### src/rtl/qk_seq_pkg.sv
// Shared types and instruction-bus bit positions for the QK instruction sequencer.
package qk_seq_pkg;

   localparam int INST_W   = 19;
   localparam int ADD_W    = 4;

   localparam int DIV      = 18;
   localparam int ACC      = 17;
   localparam int OFIFO_RD = 16;
   localparam int QK_ADD   = 12;   // qkmem_add occupies [15:12]
   localparam int PM_ADD   = 8;    // pmem_add occupies [11:8]
   localparam int EXECUTE  = 7;
   localparam int LOAD     = 6;
   localparam int QMEM_RD  = 5;
   localparam int QMEM_WR  = 4;
   localparam int KMEM_RD  = 3;
   localparam int KMEM_WR  = 2;
   localparam int PMEM_RD  = 1;
   localparam int PMEM_WR  = 0;

   typedef enum logic [3:0] {
      S_IDLE, S_QWR, S_KWR, S_G1, S_KLOAD, S_G2,
      S_EXEC, S_G3, S_ACC, S_G4, S_NORM, S_DONE
   } state_t;

endpackage

### src/rtl/phase_counter.sv
// Clear-on-entry, enable-gated up counter with terminal-count compare.
// The next count is exported so the owner can register outputs that line up
// with the counter value of the cycle they appear in.
module phase_counter #(
   parameter int W = 4
) (
   input  logic         clk,
   input  logic         reset,
   input  logic         clr,
   input  logic         en,
   input  logic [W-1:0] term,
   output logic [W-1:0] count_next,
   output logic         hit
);

   logic [W-1:0] count;

   // clear wins over enable so a phase always starts at zero
   always_comb begin
      count_next = count;
      if (clr)
         count_next = '0;
      else if (en)
         count_next = count + W'(1);
   end

   // count register
   always_ff @(posedge clk or negedge reset) begin
      if (!reset)
         count <= '0;
      else
         count <= count_next;
   end

   assign hit = (count == term);

endmodule

### src/rtl/qk_inst_sequencer.sv
// One-shot instruction sequencer for a single attention core: Q/K write,
// K load, execute, accumulate and normalize, launched by a start pulse.
module qk_inst_sequencer
   import qk_seq_pkg::*;
#(
   parameter int total_cycle = 8,
   parameter int col         = 8,
   parameter int gap         = 10,
   parameter int aw          = 4
) (
   input  logic              clk,
   input  logic              reset,
   input  logic              start,
   input  logic              abort,
   input  logic              wr_valid,
   output logic              wr_ready,
   output logic              busy,
   output logic              done,
   output logic [INST_W-1:0] inst
);

   // counter must reach the longest phase: col+2, total_cycle+1 or gap
   localparam int M1   = (col + 2 > total_cycle + 1) ? col + 2 : total_cycle + 1;
   localparam int MAXC = (M1 > gap) ? M1 : gap;
   localparam int CW   = $clog2(MAXC + 1);

   localparam logic [CW-1:0] T_TC1  = CW'(total_cycle - 1);
   localparam logic [CW-1:0] T_COL1 = CW'(col - 1);
   localparam logic [CW-1:0] T_GAP1 = CW'(gap - 1);
   localparam logic [CW-1:0] T_KL   = CW'(col + 1);
   localparam logic [CW-1:0] T_NORM = CW'(total_cycle);
   localparam logic [CW-1:0] T_COL  = CW'(col);
   localparam logic [ADD_W-1:0] A_MASK = ADD_W'((1 << aw) - 1);

   state_t            state, state_n;
   logic [CW-1:0]     c_next, term;
   logic              hit, en, clr;
   logic [INST_W-1:0] inst_q, wr_bits;

   phase_counter #(.W(CW)) u_cnt (
      .clk        (clk),
      .reset      (reset),
      .clr        (clr),
      .en         (en),
      .term       (term),
      .count_next (c_next),
      .hit        (hit)
   );

   function automatic logic [ADD_W-1:0] addr(input logic [CW-1:0] k);
      logic [ADD_W-1:0] a;
      a = ADD_W'(k);
      return a & A_MASK;
   endfunction

   // instruction word seen while in state s with phase count k
   function automatic logic [INST_W-1:0] decode(input state_t s, input logic [CW-1:0] k);
      logic [INST_W-1:0] v;
      v = '0;
      case (s)
         S_QWR, S_KWR: v[QK_ADD +: ADD_W] = addr(k);
         S_KLOAD: begin
            v[LOAD] = 1'b1;
            if (k != '0 && k <= T_COL) begin
               v[KMEM_RD]           = 1'b1;
               v[QK_ADD +: ADD_W]   = addr(k - CW'(1));
            end
         end
         S_EXEC: begin
            v[EXECUTE]         = 1'b1;
            v[QMEM_RD]         = 1'b1;
            v[QK_ADD +: ADD_W] = addr(k);
         end
         S_ACC: begin
            v[OFIFO_RD] = 1'b1;
            v[ACC]      = 1'b1;
         end
         S_NORM: begin
            v[DIV] = 1'b1;
            if (k != '0) begin
               v[PMEM_WR]         = 1'b1;
               v[PM_ADD +: ADD_W] = addr(k - CW'(1));
            end
         end
         default: v = '0;
      endcase
      return v;
   endfunction

   // next state, phase terminal count and counter enable; abort overrides all
   always_comb begin
      state_n = state;
      term    = '0;
      en      = 1'b1;
      case (state)
         S_IDLE: begin
            en = 1'b0;
            if (start) state_n = S_QWR;
         end
         S_QWR: begin
            en   = wr_valid;
            term = T_TC1;
            if (wr_valid && hit) state_n = S_KWR;
         end
         S_KWR: begin
            en   = wr_valid;
            term = T_COL1;
            if (wr_valid && hit) state_n = S_G1;
         end
         S_G1: begin
            term = T_GAP1;
            if (hit) state_n = S_KLOAD;
         end
         S_KLOAD: begin
            term = T_KL;
            if (hit) state_n = S_G2;
         end
         S_G2: begin
            term = T_GAP1;
            if (hit) state_n = S_EXEC;
         end
         S_EXEC: begin
            term = T_TC1;
            if (hit) state_n = S_G3;
         end
         S_G3: begin
            term = T_GAP1;
            if (hit) state_n = S_ACC;
         end
         S_ACC: begin
            term = T_TC1;
            if (hit) state_n = S_G4;
         end
         S_G4: begin
            term = T_TC1;
            if (hit) state_n = S_NORM;
         end
         S_NORM: begin
            term = T_NORM;
            if (hit) state_n = S_DONE;
         end
         S_DONE:  state_n = S_IDLE;
         default: state_n = S_IDLE;
      endcase
      if (abort) state_n = S_IDLE;
   end

   assign clr = (state_n != state);

   // state and registered instruction word, decoded from the upcoming state/count
   always_ff @(posedge clk or negedge reset) begin
      if (!reset) begin
         state  <= S_IDLE;
         inst_q <= '0;
      end else begin
         state  <= state_n;
         inst_q <= decode(state_n, c_next);
      end
   end

   // write strobes follow wr_valid directly so an accepted beat is same-cycle
   always_comb begin
      wr_bits          = '0;
      wr_bits[QMEM_WR] = wr_valid & (state == S_QWR);
      wr_bits[KMEM_WR] = wr_valid & (state == S_KWR);
   end

   assign inst     = inst_q | wr_bits;
   assign wr_ready = (state == S_QWR) || (state == S_KWR);
   assign busy     = (state != S_IDLE);
   assign done     = (state == S_DONE);

endmodule
### config.mk
export PLATFORM = sky130hd
export DESIGN_NAME = qk_inst_sequencer
export DESIGN_NICKNAME = d
export VERILOG_FILES = /design/src/rtl/qk_seq_pkg.sv /design/src/rtl/phase_counter.sv /design/src/rtl/qk_inst_sequencer.sv
export SDC_FILE = /design/constraint.sdc
export NUM_CORES = 1
export LEC_CHECK = 0
export ABC_AREA = 1
export CORE_AREA = 2 2 72 74
export CTS_BUF_LIST = sky130_fd_sc_hd__clkbuf_2 sky130_fd_sc_hd__clkbuf_4 sky130_fd_sc_hd__clkbuf_8
export DETAILED_ROUTE_END_ITERATION = 12
export DIE_AREA = 0 0 74 76
export GPL_TIMING_DRIVEN = 0
export PLACE_DENSITY_LB_ADDON = 0.08
export SLEW_MARGIN = 40
export SYNTH_ARGS = -nofsm -noshare
export SYNTH_HDL_FRONTEND = slang
export SYNTH_SLANG_ARGS = --single-unit
### constraint.sdc
create_clock -name clk -period 4.4 [get_ports clk]
set_input_delay 0.88 -clock clk [delete_from_list [all_inputs] [get_ports clk]]
set_output_delay 0.88 -clock clk [all_outputs]
set_load 0.03 [all_outputs]
==> results.md <==
- Post-cts sizing count: 0
- Initial Util: 29.3%
- CP delay by family, top: buffers and inverters
- Crit Path Class: in2out
- Post-synth cell types: 29
- Top_reg_cell synth: dfrtp_1
- Clock buffer count from CTS: 3
- Number of synthesized register bits: 22
- CP Launch Point: wr_valid
- Max-cap violations: 0
- Clk_skew: 0.00376 ns
- Fin cells: 298
- Most used cell along the critical path: clkdlybuf4s50_1
- Crit path capture type: output pin
- Count of final hold-check violations: 0
- XOR/XNOR share of the synthesized area: 1.82%
- Synth Net Count: 206
- Sequential cell area fraction in the yosys report: 38.2%
- Slowest cell on the critical path: clkdlybuf4s50_1
- Post-CTS Setup Inserts: 0
- Max Fclk: 321 MHz
- RSZ-0062 raised after global routing: no
- DRC violations left: 0
- Vias: 1272
- Hold Path Class: in2async
- Antenna Cells: 0
- Worst path max stage delay: 0.67 ns
- Vias per cell: 4.27
- Deepest clock path buffer count: 2
- EDFF count, synth: 0
- Buf/Inv on CP: 3
- Area delta synth->final: 26.9%
- Initial drt markers: 60
- Syn Std Cell Area: 1440 µm²
- Worst-Margin Slew: 0.518 ns
- Fillers: 543
- Max-slew violation count: 0
- Status: finished clean
- Placed Cells: 294
- Hold_buf cts: 0
- Fin area: 1830 µm²
- Fin crit share: 70.8%
- Cell accounting for the most synthesized area: dfrtp_1
- P per Cell Area: 601 nW/µm²
- Flop2flop setup slack: 1.62 ns
- Antenna viol nets, final: 0
- Clock slew at reported path FFs: 0.07 ns
- Post-synthesis mux area share: 0%
- Pre-Repair DR Iteration Count: 4
- TritonCTS sink count: 22
- Synth async-reset ratio: 100%
- Compound-gate portion of the synthesized area: 6.60%
- Pin count of the biggest net entering global routing: 23
- VDD IR max: 291 µV
- Most common cell in the netlist: nand2_1
- Die height: 76 µm
- Routed len/inst: 10.8 µm
- Area after detailed placement: 1770 µm²
- First-pass GRT wire length: 5830 µm
- Worst Path Required: 3.52 ns
- Global placer's final weighted congestion: 0.788
- Max transition margin: 65.0%
- Pleak: 0.00102 µW
- CTS tree: done
- R2R Path Start: state[3]
- Total grt overflow: 0
- Worst R2R Path Depth: 23
- Clk_lat worst skew: 0.26 ns
- Crit path depth: 4
- Critical Path Fanout Max: 3
- H-tree levels: 1
- Tmin final: 3.12 ns
- Share of the synthesized area in the top cell type: 38.2%
- Initial antenna violation count: 0
- Core Rows: 26
- GRT Total Usage: 13.1%
- Setup TNS: 0 ns
- Ports: 27
- Startpoint class of the critical path: input port
- Share of post-route cells with drive strength above 1: 18.9%
- Synth top area cells: dfrtp_1 (38%), nand2_1 (15%), inv_1 (6.5%)
- Avg Inst Size Synth: 7.24 µm²
- Critical path, cell by cell: clkdlybuf4s50_1, inv_1, nor2_1, clkdlybuf4s50_1
- Worst Setup EP: inst[4]
- Crit Reg-Reg Endpoint: inst_q[12]
- Simple-gate share of the synthesized area: 39.9%
- Tot Pwr: 1100 µW
- # setup viols final: 0
- Root Driver: clkbuf_8
- Die width: 74 µm
- Nets: 236
- DRT Wirelength: 3210 µm
- Gate Count Post-Synth: 199
- Largest family of logic cells by synthesized area: simple AND/OR/NAND/NOR gates
- Synth top cells by count: nand2_1 (56), inv_1 (25), dfrtp_1 (22)
- Synth Area in Adders: 1.74%
- Core area: 4910 µm²
- Data arrival time of the worst path: 2.24 ns
- Number of global-route vias before repair: 1254
- Post-Route Utilization: 37.2%
- Die Footprint: 5620 µm²
- Port Buffers: 25
- Detailed Place HPWL: 2590 µm
- Yosys Warn Count: 0
state kept, by name (all words and copies together) (netlist names):
name,count
state,4
u_cnt.count,4
inst_q,14
per-stage QoR:
stage / worst slack (ns) / hold slack, ns
detailed placement: 1.21 / 0.722
global placement: 1.19 / 0.727
floorplan: 1.95 / 0.584
CTS: 1.28 / 0.587
finish: 1.28 / 0.565
global route: 1.20 / 0.611
kinds of logic (layout without fill, tap and decap cells):
group | count (synthesis) | after routing
xor+xnor | 3 | 3
fa+ha+maj | 2 | 2
flops | 22 | 22
simple gates | 118 | 118
other cells | 1 | 1
buf+inv | 38 | 67
compound gates | 15 | 15
layer usage:
layer  GRT usage (%)  share of wire (%)  up-vias
li1                -                  -      668
met1            19.1                 49      573
met2            19.6                 46       26
met3            1.46                3.5        5
met4            4.91                1.9        0
met5               0                  0        -
placed cells by master, fill, tap and decap left out, types with 2 or more instances in the layout:
cell	count
nand2_1	56
inv_1	25
clkdlybuf4s50_1	24
dfrtp_1	22
nor2_1	18
nand3_1	16
nand2_2	15
inv_2	7
buf_4	4
o211ai_1	4
a21oi_1	4
clkbuf_8	4
nand3_2	3
nor2_2	3
o21ai_0	3
nor2_4	2
xor2_1	2
ha_1	2
how the worst min path moves through the flow:
stage | slack [ns] | end | startpoint
2_1_floorplan | 0.58 | inst_q[0] | reset
3_3_place_gp | 0.73 | u_cnt.count[1] | u_cnt.count[1]
3_5_place_dp | 0.72 | u_cnt.count[1] | u_cnt.count[1]
4_1_cts | 0.59 | state[3] | reset
5_1_grt | 0.61 | state[3] | reset
6_report | 0.57 | state[3] | reset
report_power, final:
part	leakage [µW]	total (µW)	switching, µW	internal [µW]
registers	0.000304	249	24.1	225
clock network	0.0000288	145	64.9	79.8
logic	0.000691	706	465	241
final cells by class:
type | count | area, µm² | share of cell area [%]
multi-input cells | 139 | 726 | 39.7
well taps | 70 | 87.6 | 4.79
clock buffers | 4 | 55.1 | 3.01
inverters | 33 | 124 | 6.77
plain buffers | 5 | 41.3 | 2.26
repair buffers | 25 | 245 | 13.4
flip-flops and latches | 22 | 551 | 30.1
Note: power is estimated with default switching activity, not from simulation.
